--- src/rtl/xadc_drp_pkg.sv ---
// Shared constants and types for the XADC DRP responder.
// No logic, so no latency or backpressure.
// Holds the register map, the bus widths and the DRP handshake states.
package xadc_drp_pkg;

    localparam int DADDR_W  = 7;
    localparam int DATA_W   = 16;
    localparam int SAMPLE_W = 12;

    localparam logic [DADDR_W-1:0] ADDR_CFG0 = 7'h40;
    localparam logic [DADDR_W-1:0] ADDR_CFG1 = 7'h41;
    localparam logic [DADDR_W-1:0] ADDR_CFG2 = 7'h42;
    localparam logic [DADDR_W-1:0] ADDR_MAX  = 7'h20;
    localparam logic [DADDR_W-1:0] ADDR_MIN  = 7'h24;

    typedef enum logic [1:0] {IDLE, WAIT, ACK} drp_state_e;

endpackage

--- src/rtl/xadc_drp_responder_conv.sv ---
// Free-running conversion sequencer: timer, channel latch, eoc and busy generation.
// Latency: one result write strobe every CONV_CYCLES clocks; eoc follows the strobe edge.
// Backpressure: none; the sequencer never stalls.
module xadc_conv_seq
    import xadc_drp_pkg::*;
#(
    parameter int CONV_CYCLES = 100
) (
    input  logic       clk_i,
    input  logic       rst_ni,
    input  logic [4:0] cfg_ch_i,
    output logic       wr_vld_o,
    output logic [4:0] wr_ch_o,
    output logic       eoc_o,
    output logic       busy_o,
    output logic [4:0] channel_o
);

    localparam int TW = $clog2(CONV_CYCLES);
    localparam logic [TW-1:0] LAST = TW'(CONV_CYCLES - 1);

    logic [TW-1:0] timer_q, timer_d;
    logic [4:0]    ch_q;
    logic [4:0]    chan_q;
    logic          eoc_q;
    logic          busy_q;

    always_comb begin
        timer_d = (timer_q == LAST) ? '0 : timer_q + TW'(1);
    end

    // The channel is frozen at timer=0 so mid-conversion CFG0 writes wait for the next one.
    always_ff @(posedge clk_i) begin
        if (!rst_ni) begin
            timer_q <= '0;
            ch_q    <= '0;
            chan_q  <= '0;
            eoc_q   <= 1'b0;
            busy_q  <= 1'b0;
        end else begin
            timer_q <= timer_d;
            if (timer_q == '0) begin
                ch_q <= cfg_ch_i;
            end
            eoc_q <= wr_vld_o;
            if (wr_vld_o) begin
                chan_q <= ch_q;
            end
            busy_q <= (timer_d != LAST);
        end
    end

    assign wr_vld_o  = (timer_q == LAST);
    assign wr_ch_o   = ch_q;
    assign eoc_o     = eoc_q;
    assign busy_o    = busy_q;
    assign channel_o = chan_q;

endmodule

--- src/rtl/xadc_drp_responder.sv ---
// XADC stand-in: DRP register file plus conversion sequencer; XADC_MINMAX_EN adds running max/min at 0x20/0x24.
// Latency: DRP completes exactly DRDY_LAT cycles after den_in is sampled.
// Backpressure: none; den_in while an access is in flight is dropped and sets sticky err_out.
module xadc_drp_responder
    import xadc_drp_pkg::*;
#(
    parameter int         CONV_CYCLES  = 100,
    parameter int         DRDY_LAT     = 2,
    parameter logic [4:0] INIT_CHANNEL = 5'h16
) (
    input  logic                clk,
    input  logic                rst_n,
    input  logic                den_in,
    input  logic                dwe_in,
    input  logic [DADDR_W-1:0]  daddr_in,
    input  logic [DATA_W-1:0]   di_in,
    output logic [DATA_W-1:0]   do_out,
    output logic                drdy_out,
    input  logic [SAMPLE_W-1:0] sample_in,
    output logic                eoc_out,
    output logic [4:0]          channel_out,
    output logic                busy_out,
    output logic                err_out
);

    drp_state_e          state_q, state_d;
    logic [3:0]          cnt_q, cnt_d;
    logic [DADDR_W-1:0]  addr_q;
    logic                we_q;
    logic [DATA_W-1:0]   wdat_q;
    logic [DATA_W-1:0]   do_q;
    logic                drdy_q;
    logic                err_q;
    logic [DATA_W-1:0]   cfg0_q, cfg1_q, cfg2_q;
    logic [DATA_W-1:0]   result_q [32];

    logic                ld, ack_go, err_set;
    logic [DADDR_W-1:0]  acc_addr;
    logic                acc_we;
    logic [DATA_W-1:0]   acc_wdat;
    logic [DATA_W-1:0]   rdata;
    logic [DATA_W-1:0]   new_res;
    logic                conv_wr;
    logic [4:0]          conv_ch;

`ifdef XADC_MINMAX_EN
    logic [DATA_W-1:0]   max_q, min_q;
`endif

    assign new_res = {sample_in, 4'b0000};

    xadc_conv_seq #(
        .CONV_CYCLES(CONV_CYCLES)
    ) u_conv (
        .clk_i    (clk),
        .rst_ni   (rst_n),
        .cfg_ch_i (cfg0_q[4:0]),
        .wr_vld_o (conv_wr),
        .wr_ch_o  (conv_ch),
        .eoc_o    (eoc_out),
        .busy_o   (busy_out),
        .channel_o(channel_out)
    );

    always_comb begin
        state_d = state_q;
        cnt_d   = cnt_q;
        ld      = 1'b0;
        err_set = 1'b0;
        case (state_q)
            IDLE: begin
                if (den_in) begin
                    ld = 1'b1;
                    if (DRDY_LAT == 1) begin
                        state_d = ACK;
                    end else begin
                        state_d = WAIT;
                        cnt_d   = 4'(DRDY_LAT - 1);
                    end
                end
            end
            WAIT: begin
                err_set = den_in;
                cnt_d   = cnt_q - 4'd1;
                if (cnt_q == 4'd1) begin
                    state_d = ACK;
                end
            end
            ACK: begin
                err_set = den_in;
                state_d = IDLE;
            end
            default: state_d = IDLE;
        endcase
        ack_go = (state_d == ACK);
    end

    // With DRDY_LAT=1 the access completes on the same edge that would latch it.
    assign acc_addr = (state_q == IDLE) ? daddr_in : addr_q;
    assign acc_we   = (state_q == IDLE) ? dwe_in   : we_q;
    assign acc_wdat = (state_q == IDLE) ? di_in    : wdat_q;

    always_comb begin
        rdata = '0;
        if (acc_addr[6:5] == 2'b00) begin
            rdata = result_q[acc_addr[4:0]];
        end else begin
            case (acc_addr)
                ADDR_CFG0: rdata = cfg0_q;
                ADDR_CFG1: rdata = cfg1_q;
                ADDR_CFG2: rdata = cfg2_q;
`ifdef XADC_MINMAX_EN
                ADDR_MAX:  rdata = max_q;
                ADDR_MIN:  rdata = min_q;
`else
                ADDR_MAX, ADDR_MIN: rdata = '0;
`endif
                default:   rdata = '0;
            endcase
        end
    end

    // Read data is captured from pre-edge state, so a same-edge result update is not seen.
    always_ff @(posedge clk) begin
        if (!rst_n) begin
            state_q <= IDLE;
            cnt_q   <= '0;
            addr_q  <= '0;
            we_q    <= 1'b0;
            wdat_q  <= '0;
            do_q    <= '0;
            drdy_q  <= 1'b0;
            err_q   <= 1'b0;
            cfg0_q  <= {11'b0, INIT_CHANNEL};
            cfg1_q  <= '0;
            cfg2_q  <= '0;
            for (int i = 0; i < 32; i++) begin
                result_q[i] <= '0;
            end
        end else begin
            state_q <= state_d;
            cnt_q   <= cnt_d;
            drdy_q  <= ack_go;
            if (ld) begin
                addr_q <= daddr_in;
                we_q   <= dwe_in;
                wdat_q <= di_in;
            end
            if (err_set) begin
                err_q <= 1'b1;
            end
            if (ack_go && acc_we) begin
                case (acc_addr)
                    ADDR_CFG0: cfg0_q <= acc_wdat;
                    ADDR_CFG1: cfg1_q <= acc_wdat;
                    ADDR_CFG2: cfg2_q <= acc_wdat;
                    default: ;
                endcase
            end else if (ack_go) begin
                do_q <= rdata;
            end
            if (conv_wr) begin
                result_q[conv_ch] <= new_res;
            end
        end
    end

`ifdef XADC_MINMAX_EN
    always_ff @(posedge clk) begin
        if (!rst_n) begin
            max_q <= 16'h0000;
            min_q <= 16'hFFF0;
        end else if (conv_wr) begin
            if (new_res > max_q) max_q <= new_res;
            if (new_res < min_q) min_q <= new_res;
        end
    end
`endif

    assign do_out   = do_q;
    assign drdy_out = drdy_q;
    assign err_out  = err_q;

endmodule

--- config.mk ---
export PLATFORM = sky130hd
export DESIGN_NAME = xadc_drp_responder
export DESIGN_NICKNAME = d
export VERILOG_FILES = /design/src/rtl/xadc_drp_pkg.sv /design/src/rtl/xadc_drp_responder_conv.sv /design/src/rtl/xadc_drp_responder.sv
export SDC_FILE = /design/constraint.sdc
export NUM_CORES = 1
export LEC_CHECK = 0
export CELL_PAD_IN_SITES_DETAIL_PLACEMENT = 1
export CELL_PAD_IN_SITES_GLOBAL_PLACEMENT = 1
export CORE_UTILIZATION = 50
export CTS_CLUSTER_SIZE = 14
export DETAILED_ROUTE_END_ITERATION = 8
export PLACE_DENSITY = 0.87
export SLEW_MARGIN = 20
export SYNTH_ARGS = -nofsm -noshare
export SYNTH_HDL_FRONTEND = slang
export SYNTH_SLANG_ARGS = --single-unit
--- constraint.sdc ---
create_clock -name clk -period 3.3 [get_ports clk]
set_input_delay 0.33 -clock clk [delete_from_list [all_inputs] [get_ports clk]]
set_output_delay 0.33 -clock clk [all_outputs]
set_load 0.05 [all_outputs]
# Word level (Yosys, flattened, before mapping)
# Memories as Yosys holds them, arrays and structs flattened.
# Cells that the tools add are included.
[totals]
ram_bits = 384
regBits = 115
n_memories = 1
elab_cells = 63
[memory_table]
columns = ["memory", "words", "word_bits", "read_ports", "rd_clocked_by_memory_dff", "wr", "line", "text"]
rows = [
  ["result_q", 32, 12, 1, 0, 32, "xadc_drp_responder.sv:35", "logic [DATA_W-1:0] result_q [32];"],
]
[op_classes]
eq_ne = 10
n_reduce_logical = 12
addsub = 2
bitwise_logic = 1
n_mux = 21
[ops]
columns = ["cell", "count"]
rows = [
  ["$pmux 16 s3", 1],
  ["$mux 16", 2],
  ["$eq 7x7->1 const B", 4],
  ["$mux 7", 2],
  ["$mux 12", 1],
  ["$reduce_or 12->1", 1],
  ["$reduce_and 2->1", 5],
  ["$mux 1", 9],
  ["$pmux 4 s2", 1],
  ["$add 7x1->7 const B", 1],
  ["$logic_not 7->1", 1],
  ["$ne 7x7->1 const B", 1],
  ["$mux 5", 1],
  ["$eq 2x2->1 const B", 2],
  ["$eq 4x1->1 const B", 1],
  ["$logic_not 2->1", 2],
  ["$mux 2", 2],
  ["$mux 4", 1],
  ["$pmux 2 s2", 1],
  ["$sub 4x1->4 const B", 1],
  ["$eq 2x1->1 const B", 1],
  ["$ne 2x2->1 const B", 1],
  ["$reduce_bool 2->1", 1],
  ["$reduce_or 2->1", 1],
  ["2 further kinds", 2],
]

# Longest topological paths before layout
[depth]
word_depth = 7
depth_mapped = 13

# Modules after synthesis
# A second synthesis with hierarchy kept.
[hier_totals]
cells_unflattened = 2018
hier_area_um2 = 23264.8
[by_module_without_submodules]
columns = ["module", "cells_per_inst", "n_inst", "area_per_inst_um2", "seq_area_each_um2"]
rows = [
  ["xadc_drp_responder", 1930, 1, 22439.0, 13452.9],
  ["xadc_conv_seq", 88, 1, 825.8, 380.4],
]

# Worst setup path before layout
# OpenSTA, ideal clock, no wires.
[synth_path]
path_type = "reg-to-reg"
from = "register state_q[0]"
to = "register do_q[14] (netlist: do_out[14])"
stages_incl_launch_ff = 11
n_path_buf = 3
setup_ns = 0.117
setup_slack_ns = 0.458
arrival_ns = 2.724
path_cell_list = "dfxtp_1 inv_1 ha_1 buf_2 buf_4 mux2i_1 buf_2 mux4_2 and2_0 a2111o_1 a32o_1"
[synth_via]
elab_chain_len = 6
[synth_lines]
columns = ["item", "line", "text"]
rows = [
  ["start: declaration", "xadc_drp_responder.sv:26", "drp_state_e state_q, state_d;"],
  ["start signal: assignment", "xadc_drp_responder.sv:141", "state_q <= state_d;"],
  ["branches (longest 6 deep; another with $mem_v2 32x12)", "--", ""],
  ["end signal: assignment", "xadc_drp_responder.sv:160", "do_q <= rdata;"],
  ["end: declaration", "xadc_drp_responder.sv:31", "logic [DATA_W-1:0] do_q;"],
]
# Parallel ways; which one is timed is not known.
# A chain may end at the register's enable or synchronous reset.

# Final worst setup path
[layout_path]
from = "register state_q[1]"
to = "register do_q[7] (netlist: do_out[7])"
# The elaborated chain is that of the path after synthesis.

==> metrics.txt <==
status=finished clean; buffers added on ports=63; Root Buffer=clkbuf_16; XOR/XNOR Fraction of Synth Area=less than 1%; CP startpoint=state_q[1]$_SDFF_PN0_; Clock Pin Slew Worst Setup and Hold Paths=approximately 0.06 ns; EDFF count, synth=about 380; number of global-route vias before repair=roughly 19000; vias per inst=approximately 6.6; highest clock rate=roughly 320 MHz; first-pass GRT wire length=approximately 120000 microns; Tmin final=about 3.1 ns; clk_lat worst skew=0.62 ns; Pleak=between 0.01 and 0.015 uW; Congestion Overflow GR=0; Seq cells post-synth=499; Slew Viols, Final=0; worst-margin pin slew=roughly 1 ns; die area=approximately 0.047 sq mm; Placed Cells=about 2700; Yosys warning count=0; Placed Instance Area=0.0252 sq mm; worst flop-to-flop path endpoint=do_out[7]$_SDFFE_PN0P_; power per cell area=around 570 mW/mm^2; Hold Path Sink=u_conv.eoc_o$_SDFF_PN0_; DRT Pass-1 Iters=9; # resized after CTS=0; clock skew=0.0238 ns; syn avg cell area=11.4 sq um; # Post-CTS Setup Buffers=0; final core utilization=about three fifths; largest area contributor in the netlist=edfxtp_1; count leader, synth=and2_1; H-Tree Depth=2; DP HPWL=50900 microns; post-synthesis simple-gate area fraction=roughly 18%; category of the most critical setup path=reg -> reg; Avg WL per Cell=slightly below 30 microns; DRT antenna net count=0; period utilization=94.3%; Core Region=0.0457 sq mm; Startpoint Class=flop; largest net degree at the start of global routing=around 150; TritonCTS Buffers=53; Worst Hold Class=in -> reg; Final #Nets=between 2000 and 2500; Hold Fails Final Rpt=0; CP Data Arrival Time=roughly 3.6 ns; VDD IR-drop max=a little over 0.5 mV; top cells by area, synth=edfxtp_1 (50%), and2_1 (11%), dfxtp_1 (9.9%); ys flop type=edfxtp_1; Max Root-Sink Buffers=3; CTS tree=built; diode count=0; initial antenna violation count=2; Starting Density=around half; hold path start=rst_n; R2R setup slack=between 0.15 and 0.2 ns; via count=~18000; CP max FO=16; hold_buf cts=0; largest family of logic cells by synthesized area=simple AND/OR/NAND/NOR gates; Post-Syn Area=about 0.023 sq mm; final total power=15300 uW; final instance area=about 0.027 sq mm; IO Pins=between 60 and 70; RD Place Congestion=0.959; post-synth cell types=69; Syn Inst Count=just over 2000; Num Clock Sinks=~500; die width=between 200 and 250 microns; Fin Setup TNS=0 ns; share of cells above drive strength 1=around 13%; Post-Syn Nets=roughly 2100; row count=78; top post-synthesis cells by count=and2_1 (399), edfxtp_1 (384), o21ai_0 (178); Data required, critical path=around 3.8 ns; Min-Delay Path Depth=3; Die Span Y=218 microns; sequential fraction of the synthesis area=roughly 59%; final setup violation count=0; RSZ-0062 raised after global routing=no; Slew headroom=between 30 and 40%; ys async rst share=0%; post-synthesis mux area share=approximately 3.4%; Routed WL=79900 microns; Post-Synth Adder-Cell Area=less than 1%; element type at the critical path end=flop; Post-Layout Cell Count=around 2800; synthesis-to-finish area growth=15.3%; total track usage=between 30% and 40%; R2R cell count=8; DRC Markers=0; DRT iter0 DRCs=2568; Max-Cap Viols=0; worst reg2reg startpoint=state_q[1]$_SDFF_PN0_; post-synth top area share=between 40% and 50%; compound-cell area share of the yosys netlist=around 15%
==> how the worst max path moves through the flow <==
stage,cells past startpoint,end
after floorplan,10,do_out[14]$_SDFFE_PN0P_
after global placement,7,do_out[7]$_SDFFE_PN0P_
after detailed placement,7,do_out[7]$_SDFFE_PN0P_
after CTS,8,do_out[7]$_SDFFE_PN0P_
after global routing,11,do_out[7]$_SDFFE_PN0P_
final,8,do_out[7]$_SDFFE_PN0P_
==> per-stage QoR <==
stage,setup WS [ns],hold WS (ns)
after floorplan,0.458,0.426
after global placement,0.169,0.442
after detailed placement,0.135,0.462
after CTS,0.231,0.256
after global routing,0.0641,0.282
final,0.187,0.285
==> layout make-up <==
type | count | area [sq um]
multi-input cells | 1323 | 8660
flip-flops and latches | 499 | 13800
clock buffers | 65 | 1460
inverters | 14 | 52.6
fillers | 4629 | 18800
clock inverters | 35 | 244
repair buffers | 214 | 1860
well taps | 600 | 751
==> routing by layer <==
layer / global-route usage, % / up-vias / wire, microns
li1: - / 7572 / -
met1: 42.0 / 9028 / 29100
met2: 55.7 / 1143 / 38100
met3: 6.83 / 279 / 8000
met4: 18.3 / 2 / 4630
met5: 0 / - / 13
==> logic make-up after synthesis <==
family / Yosys count
AO/OA/AOI/OAI: 508
XOR/XNOR: 4
adder cells (fa/ha/maj): 7
buffers and inverters: 213
flip-flops: 499
multiplexers: 63
AND/OR/NAND/NOR: 741
==> power by group <==
part | internal [uW] | switching, uW
clock | 3360 | 2600
sequential | 6960 | 146
combinational | 735 | 1470
total | 11100 | 4210
==> layout by cell type (no fill, tap or decap), types with 14 or more instances in the layout <==
cell             instances
a21oi_1                 54
nor3_1                  23
a41oi_1                 29
o211a_1                 51
nand2_1                147
and2_1                 399
nand3_1                 14
a222oi_1                36
o21ai_0                171
a22oi_1                 41
edfxtp_1               384
nor2b_1                 20
clkinv_1                15
a21boi_0                26
mux2i_1                 39
clkdlybuf4s50_1         62
buf_4                  144
dfxtp_1                115
nor2_1                  66
and3_1                  20
inv_1                   14
clkbuf_16               56
==> state kept, by name (all words and copies together), names as in the netlist <==
register	count
addr_q	7
cfg0_q	16
cfg1_q	16
cfg2_q	16
cnt_q	4
do_out	16
drdy_out	1
err_out	1
result_q	384
state_q	2
u_conv.busy_o	1
u_conv.channel_o	5
u_conv.eoc_o	1
u_conv.timer_q	7
u_conv.wr_ch_o	5
wdat_q	16
we_q	1
==> worst max-delay path, cell delays in order (launching register included) <==
cell	delay (ns)
dfxtp_1	0.32
inv_1	0.12
ha_4	0.29
mux2i_2	0.33
buf_12	0.22
mux4_2	0.52
a211oi_1	0.33
o21ai_0	0.45
a32o_1	0.42
(Power assumes the default switching activity.)
